### config.mk
export PLATFORM = sky130hd
export DESIGN_NAME = product_accumulator
export DESIGN_NICKNAME = d
export VERILOG_FILES = /design/src/rtl/product_accumulator.sv
export SDC_FILE = /design/constraint.sdc
export NUM_CORES = 1
export LEC_CHECK = 0
export ABC_AREA = 1
export CAP_MARGIN = 20
export CELL_PAD_IN_SITES_DETAIL_PLACEMENT = 2
export CELL_PAD_IN_SITES_GLOBAL_PLACEMENT = 2
export CORE_MARGIN = 2
export CORE_UTILIZATION = 30
export CTS_CLUSTER_DIAMETER = 200
export DETAILED_ROUTE_END_ITERATION = 10
export PLACE_DENSITY = 0.93
export REMOVE_ABC_BUFFERS = 1
export SYNTH_ARGS = -nofsm -noshare
export SYNTH_HDL_FRONTEND = slang
export SYNTH_SLANG_ARGS = --single-unit
### constraint.sdc
create_clock -name clk -period 2.8 [get_ports clk]
set_input_delay 0.42 -clock clk [delete_from_list [all_inputs] [get_ports clk]]
set_output_delay 0.42 -clock clk [all_outputs]
set_load 0.02 [all_outputs]
### src/rtl/product_accumulator.sv
// product_accumulator
// Sums NTERMS consecutive unsigned products from the upstream multiplier.
// The finished sum is held on a valid/ready output port until it is taken.
// A two-state machine controls the block:
//   ACCUM - accept products and add them to the running sum
//   HOLD  - present the finished sum and wait for the consumer
// clear is a synchronous abort and takes priority over both handshakes.
// Parameter constraints: AW >= PW and NTERMS >= 1.

module product_accumulator #(
  parameter int PW     = 32,
  parameter int AW     = 40,
  parameter int NTERMS = 4
) (
  input  logic                         clk,
  input  logic                         rst_n,
  input  logic                         in_valid,
  output logic                         in_ready,
  input  logic [PW-1:0]                product,
  input  logic                         clear,
  output logic                         out_valid,
  input  logic                         out_ready,
  output logic [AW-1:0]                acc_out,
  output logic [$clog2(NTERMS+1)-1:0]  term_count,
  output logic                         overflow
);

  localparam int CW = $clog2(NTERMS + 1);

  typedef enum logic {
    ST_ACCUM = 1'b0,
    ST_HOLD  = 1'b1
  } state_t;

  state_t          state_q, state_d;
  logic [AW-1:0]   acc_q, acc_d;
  logic [CW-1:0]   count_q, count_d;
  logic            ovf_q, ovf_d;

  logic [AW:0]     sum_ext_s;
  logic            accept_s;
  logic            last_term_s;
  logic            in_ready_s;

  // Handshake qualifiers: in_ready depends only on state and clear,
  // so it never forms a combinational path from in_valid or out_ready.
  always_comb begin
    in_ready_s  = (state_q == ST_ACCUM) && !clear;
    accept_s    = in_valid && in_ready_s;
    last_term_s = (count_q == CW'(NTERMS - 1));
    // One extra bit captures the carry-out of the AW-bit sum.
    sum_ext_s   = {1'b0, acc_q} + {{(AW + 1 - PW){1'b0}}, product};
  end

  // Next-state logic: clear first, then the state-specific handshake.
  always_comb begin
    state_d = state_q;
    acc_d   = acc_q;
    count_d = count_q;
    ovf_d   = ovf_q;
    if (clear) begin
      state_d = ST_ACCUM;
      acc_d   = {AW{1'b0}};
      count_d = {CW{1'b0}};
      ovf_d   = 1'b0;
    end else begin
      case (state_q)
        ST_ACCUM: begin
          if (accept_s) begin
            acc_d   = sum_ext_s[AW-1:0];
            count_d = count_q + CW'(1);
            ovf_d   = ovf_q | sum_ext_s[AW];
            if (last_term_s) begin
              state_d = ST_HOLD;
            end else begin
              state_d = ST_ACCUM;
            end
          end else begin
            state_d = ST_ACCUM;
          end
        end
        ST_HOLD: begin
          if (out_ready) begin
            state_d = ST_ACCUM;
            acc_d   = {AW{1'b0}};
            count_d = {CW{1'b0}};
            ovf_d   = 1'b0;
          end else begin
            state_d = ST_HOLD;
          end
        end
        default: begin
          state_d = ST_ACCUM;
          acc_d   = {AW{1'b0}};
          count_d = {CW{1'b0}};
          ovf_d   = 1'b0;
        end
      endcase
    end
  end

  // State and datapath registers; reset drops everything to an empty ACCUM.
  always_ff @(posedge clk or negedge rst_n) begin
    if (!rst_n) begin
      state_q <= ST_ACCUM;
      acc_q   <= {AW{1'b0}};
      count_q <= {CW{1'b0}};
      ovf_q   <= 1'b0;
    end else begin
      state_q <= state_d;
      acc_q   <= acc_d;
      count_q <= count_d;
      ovf_q   <= ovf_d;
    end
  end

  assign in_ready   = in_ready_s;
  assign out_valid  = (state_q == ST_HOLD);
  assign acc_out    = acc_q;
  assign term_count = count_q;
  assign overflow   = ovf_q;

endmodule

==> results of run 1 <==
flip-flops by register name, summed over array words and instances (netlist names):
signal and count:
term_count 3, out_valid 1, overflow 1, acc_out 40
layer usage:
metal	GRT usage, %	vias up	wire length (um)
met5	0	-	0
met3	2.84	11	531
met1	33.3	2499	8910
met4	3.97	0	154
li1	-	2455	-
met2	40.1	74	8540
worst register-to-register path, cell delays in order, from the launching register on:
cell,delay (ns)
dfrtp_1,0.40
ha_1,0.26
fa_1,0.51
nand2_1,0.13
nand3_1,0.08
nand2_1,0.17
inv_1,0.11
nand3_1,0.11
nand3_2,0.17
nand2_1,0.14
nand3_1,0.10
nand2_1,0.10
o21ai_1,0.06
logic make-up after synthesis:
group	after synthesis	share of synthesized area, %
AO/OA/AOI/OAI	103	13.0
adder cells (fa/ha/maj)	35	10.3
buffers and inverters	122	10.7
flip-flops	45	25.9
AND/OR/NAND/NOR	422	40.1
per-stage QoR:
step                      power (mW)  hold slack, ns
after global placement          1.94           0.495
after floorplan                 1.48           0.124
after detailed placement        2.01           0.512
after global routing            2.84           0.297
after CTS                       2.68           0.274
final                           2.65           0.239
synth_stat cells, types with 2 or more instances:
cell type and instances:
a21oi_1 49, nand3_2 5, a22o_1 3, inv_1 112
nand2_1 275, dfrtp_1 45, o21ai_1 7, nor2_1 75
nor2_2 10, o21bai_1 3, buf_2 7, o21ai_0 35
ha_1 34, nor4_1 2, nand2_2 6, inv_2 2
or2_2 2, nor3_1 9, nand3_1 32, nand2b_1 2
final cells by class:
type	count	area (sq um)	share of cell area (%)
flip-flops and latches	45	1130	20.2
clock buffers	5	125	2.25
well taps	180	225	4.05
multi-input cells	560	2750	49.5
inverters	114	428	7.69
repair buffers	91	883	15.9
clock inverters	3	21.3	0.382
worst paths after layout:
| kind | start | to | slack, ns | cells past startpoint |
|---|---|---|---|---|
| setup reg to reg | acc_out[0] | acc_out[28] | 0.35 | 12 |
| max in group asynchronous | rst_n | acc_out[28] | 2.12 | 2 |
| min in group clk | acc_out[5] | acc_out[5] | 0.52 | 2 |
| hold / removal | rst_n | acc_out[9] | 0.24 | 2 |
| hold reg to reg | acc_out[5] | acc_out[5] | 0.52 | 2 |
| setup / recovery | product[0] | acc_out[28] | 0.22 | 13 |
power by group:
part           internal, mW  switching [mW]
combinational         0.436           0.789
clock                 0.334           0.310
sequential            0.713          0.0666
total                  1.48            1.17
==> impl_metrics.env, run 1 <==
export IMPL_status="finished clean"
export IMPL_syn_to_final_growth_pct=28.0
export IMPL_rsz0062_at_grt="false"
export IMPL_crit_arrival_ns=2.77
export IMPL_die_w_um=124
export IMPL_dr_pass1_iters=4
export IMPL_drive_gt1_share_pct=5.87
export IMPL_power_density_nw_per_um2=476
export IMPL_critPathTopFamily="simple AND/OR/NAND/NOR gates"
export IMPL_die_area_sq_um=15500
export IMPL_setup_ws_ns=0.223
export IMPL_io_pins=83
export IMPL_cts_buffer_depth=2
export IMPL_viasPerCell=5.05
export IMPL_drc=0
export IMPL_fillers=1771
export IMPL_die_y_um=124
export IMPL_instances_no_fill=998
export IMPL_detailedPlace_worstSlack_ns=-0.0945
export IMPL_cts_setup_buffers=0
export IMPL_maxSlewViolCount=0
export IMPL_critPathKind="in2reg"
export IMPL_hold_buffers=0
export IMPL_worstMarginPinSlew_ns=0.677
export IMPL_hpwlAfterDp_um=14800
export IMPL_gr_total_overflow=0
export IMPL_fin_crit_ns=2.58
export IMPL_synth_area_sq_um=4350
export IMPL_nNetsFinal=889
export IMPL_worst_path_buf_inv=2
export IMPL_endpoint_kind="register"
export IMPL_htree_num_levels=2
export IMPL_insertion_delay_ns=0.31
export IMPL_gp_routability_congestion=0.859
export IMPL_synth_cells=727
export IMPL_row_count=43
export IMPL_ctsResizeCount=0
export IMPL_mostFrequentLayoutCells="nand2_1, inv_1, clkdlybuf4s50_1"
export IMPL_p_leak_nw=2.90
export IMPL_track_usage_pct=23.9
export IMPL_grt_antenna_before_repair=0
export IMPL_initial_core_util_pct=31.1
export IMPL_path_common_cell="nand2_1"
export IMPL_first_iter_violations=179
export IMPL_cts_root_buf="clkbuf_16"
export IMPL_final_common_cell="nand2_1"
export IMPL_peakVddDrop_v=0.000200
export IMPL_vias=5039
export IMPL_synth_cell_types=32
export IMPL_ys_seq_area_share_pct=25.9
export IMPL_synthFlopType="dfrtp_1"
export IMPL_finish_utilization_pct=39.8
export IMPL_synth_area_leader_cell="dfrtp_1"
export IMPL_finalSetupTns_ns=0
export IMPL_ys_warnings_count=0
export IMPL_hold_viol_final=0
export IMPL_critPathMaxStageDelay_ns=0.51
export IMPL_grt_pass1_vias=5660
export IMPL_cts_tree="yes"
export IMPL_wirelength_um=18100
export IMPL_grt_pass1_wl_um=30000
export IMPL_cts_sinks=45
export IMPL_synth_top_area_share_pct=25.9
export IMPL_grt_max_degree=46
export IMPL_required_ns=3.00
export IMPL_fmax_mhz=388
export IMPL_min_path_type="in2async"
export IMPL_placed_cell_area_sq_um=5420
export IMPL_ant_nets=0
export IMPL_core_area_sq_um=14000
export IMPL_dp_cells=990
export IMPL_avgSynthCellArea_sq_um=5.98
export IMPL_ys_seq_elements=45
export IMPL_slowest_stage="fa_1"
export IMPL_worstPathMaxFanout=4
export IMPL_numPortBuffers=82
export IMPL_relSlewSlack_pct=54.9
export IMPL_n_antenna_cell=0
export IMPL_setup_viol=0
export IMPL_synth_area_top_cells="dfrtp_1, nand2_1, ha_1"
export IMPL_skew_ns=0.00711
export IMPL_wl_per_cell_um=18.2
export IMPL_fin_crit_sh_pct=92.0
export IMPL_cts_clk_slew_worst_paths_ns=0.07
export IMPL_async_reset_ff_share_pct=100
export IMPL_synth_edf_count=0
export IMPL_fin_area_sq_um=5560
export IMPL_critPathLaunchType="primary input"
export IMPL_crit_chain="clkdlybuf4s50_1, ha_1, fa_1, nand2_1, nand3_1, nand2_1, inv_1, nand3_1, nand3_2, nand2_1, nand3_1, nand2_1, o21ai_1"
export IMPL_maxCapViolations=0
export IMPL_cts_buffers=5
Power figures use the tool's default switching activity.
==> run 2: changes to the inputs <==
==> constraint.sdc (replaced) <==
create_clock -name clk -period 3 [get_ports clk]
set_input_delay 0.45 -clock clk [delete_from_list [all_inputs] [get_ports clk]]
set_output_delay 0.45 -clock clk [all_outputs]
set_load 0.02 [all_outputs]
==> run 2 against run 1 <==
Net effect: first-iteration DRC count is 1.7% higher; clock power rose by 6.8%; die area stayed put; routed wire length rose by 0.10%; critical path depth rose by 2; via count is 0.56% lower; hold slack lost 0.10 ns; clock-buffer cell count unchanged; combinational power is 8% lower; total power decreased by 4.0%; worst setup slack better by 0.15 ns; highest routed layer unchanged.
==> impl_metrics.env, run 2 (same netlist as run 1, synthesis figures left out) <==
export IMPL_peakVddDrop_v=0.000204
export IMPL_critPathLaunchType="primary input"
export IMPL_numPortBuffers=82
export IMPL_core_area_sq_um=14000
export IMPL_multi_input_area_sq_um=2750
export IMPL_path_common_cell="nand2_1"
export IMPL_setup_ws_ns=0.374
export IMPL_insertion_delay_ns=0.31
export IMPL_cts_tree="yes"
export IMPL_fin_area_sq_um=5550
export IMPL_critPathMaxStageDelay_ns=0.51
export IMPL_grt_pass1_vias=5732
export IMPL_die_y_um=124
export IMPL_htree_num_levels=2
export IMPL_die_area_sq_um=15500
export IMPL_grt_antenna_before_repair=0
export IMPL_gr_total_overflow=0
export IMPL_whs_ns=0.139
export IMPL_rsz0062_at_grt="false"
export IMPL_worst_path_buf_inv=2
export IMPL_min_path_type="in2async"
export IMPL_ctsResizeCount=0
export IMPL_skew_ns=0.00743
export IMPL_largest_reg_flops=40
export IMPL_status="finished clean"
export IMPL_critPathKind="in2reg"
export IMPL_required_ns=3.20
export IMPL_fmax_mhz=381
export IMPL_pwr_share_seq_pct=28.6
export IMPL_reg2reg_to="acc_out[36]"
export IMPL_endpoint_kind="register"
export IMPL_switching_share_pct=42.7
export IMPL_hold_viol_final=0
export IMPL_final_common_cell="nand2_1"
export IMPL_ant_nets=0
export IMPL_io_pins=83
export IMPL_drive_gt1_share_pct=5.29
export IMPL_instances_no_fill=993
export IMPL_cts_root_buf="clkbuf_16"
export IMPL_grt_max_degree=26
export IMPL_die_w_um=124
export IMPL_relSlewSlack_pct=58.6
export IMPL_n_antenna_cell=0
export IMPL_vias=5011
export IMPL_pwr_share_comb_pct=44.3
export IMPL_mostFrequentLayoutCells="nand2_1, inv_1, clkdlybuf4s50_1"
export IMPL_fillers=1776
export IMPL_r2r_start="acc_out[0]"
export IMPL_initial_core_util_pct=31.1
export IMPL_detailedPlace_worstSlack_ns=0.0670
export IMPL_slowest_stage="fa_1"
export IMPL_r2r_slack_ns=0.53
export IMPL_placed_cell_area_sq_um=5380
export IMPL_dr_pass1_iters=4
export IMPL_startpoint="product[0]"
export IMPL_cts_clk_slew_worst_paths_ns=0.07
export IMPL_worstMarginPinSlew_ns=0.618
export IMPL_wl_per_cell_um=18.3
export IMPL_top_layer="met4"
export IMPL_fin_crit_sh_pct=87.5
export IMPL_hold_buffers=0
export IMPL_setup_viol=0
export IMPL_power_density_nw_per_um2=458
export IMPL_drc=0
export IMPL_gp_routability_congestion=0.866
export IMPL_cts_buffer_depth=2
export IMPL_dp_cells=985
export IMPL_maxCapViolations=0
export IMPL_nNetsFinal=884
export IMPL_reg2regPathDepth=14
export IMPL_cts_setup_buffers=0
export IMPL_syn_to_final_growth_pct=27.7
export IMPL_row_count=43
export IMPL_maxSlewViolCount=0
export IMPL_cts_sinks=45
export IMPL_net_switching_power_mw=1.09
export IMPL_met1_length_um=8730
export IMPL_track_usage_pct=23.9
export IMPL_fin_crit_ns=2.63
export IMPL_wl_met2_um=8620
export IMPL_p_leak_nw=2.88
export IMPL_p_clk_share_pct=27.0
export IMPL_viasPerCell=5.05
export IMPL_dr_wl_met3_um=555
export IMPL_final_seq_area_sq_um=1130
export IMPL_worstPathMaxFanout=4
export IMPL_internal_power_mw=1.46
export IMPL_critPathTopFamily="simple AND/OR/NAND/NOR gates"
export IMPL_hpwlAfterDp_um=14800
export IMPL_finalSetupTns_ns=0
export IMPL_crit_arrival_ns=2.82
export IMPL_wirelength_um=18200
export IMPL_grt_pass1_wl_um=30000
export IMPL_first_iter_violations=182
export IMPL_cts_buffers=5
export IMPL_crit_chain="clkdlybuf4s50_1, ha_1, fa_1, nand2_1, nand3_1, nand2_1, inv_1, nand3_1, nand3_2, nand2_1, nand2_1, nand2_1, nand2_1, nand2_1, nor2_1"
[run 2: cell count changes in the layout (fill, tap and decap cells not counted), sizes merged]
cell	change
bufinv	+1
inv	-1
buf	-5
[run 2: worst max path at each step]
stage / end / cells after the start / slack [ns]
2_1_floorplan: acc_out[35] / 8 / 0.90
3_3_place_gp: acc_out[36] / 15 / 0.15
3_5_place_dp: acc_out[36] / 15 / 0.07
4_1_cts: acc_out[36] / 15 / 0.39
5_1_grt: acc_out[36] / 15 / 0.23
6_report: acc_out[36] / 15 / 0.37
[run 2: stage by stage]
step	util (%)	power, mW
after global routing	39.7	2.72
after floorplan	-	1.38
after detailed placement	38.4	1.86
after global placement	38.4	1.80
final	39.7	2.54
after CTS	39.7	2.57
[run 2: power groups by stage]
stage	Combinational (mW)	Sequential, mW	Clock, mW
6_report	1.13	0.728	0.688
5_1_grt	1.25	0.739	0.728
4_1_cts	1.13	0.729	0.711
3_5_place_dp	1.12	0.741	0
3_3_place_gp	1.06	0.733	0
2_1_floorplan	0.586	0.799	0
[run 2: worst register-to-register path: stages, from the launching register on]
cell and delay [ns]:
dfrtp_1 0.40, ha_1 0.25, fa_1 0.51, nand2_1 0.14, nand3_1 0.07, nand2_1 0.15
inv_1 0.11, nand3_1 0.11, nand3_2 0.18, nand2_1 0.12, nand2_1 0.06, nand2_1 0.08
nand2_1 0.06, nand2_1 0.06, nor2_1 0.05
[run 2: per-layer routing]
metal,GRT usage (%),vias up
li1,-,2440
met1,32.2,2475
met2,40.4,80
met3,3.35,16
met4,5.68,0
met5,0,-
[run 2: cell type report]
class / instances / share of cell area [%]
Clock buffer: 5 / 2.25
Inverter: 114 / 7.71
Sequential cell: 45 / 20.3
Clock inverter: 3 / 0.834
Tap cell: 180 / 4.06
Timing Repair Buffer: 86 / 15.2
Multi-Input combinational cell: 560 / 49.6
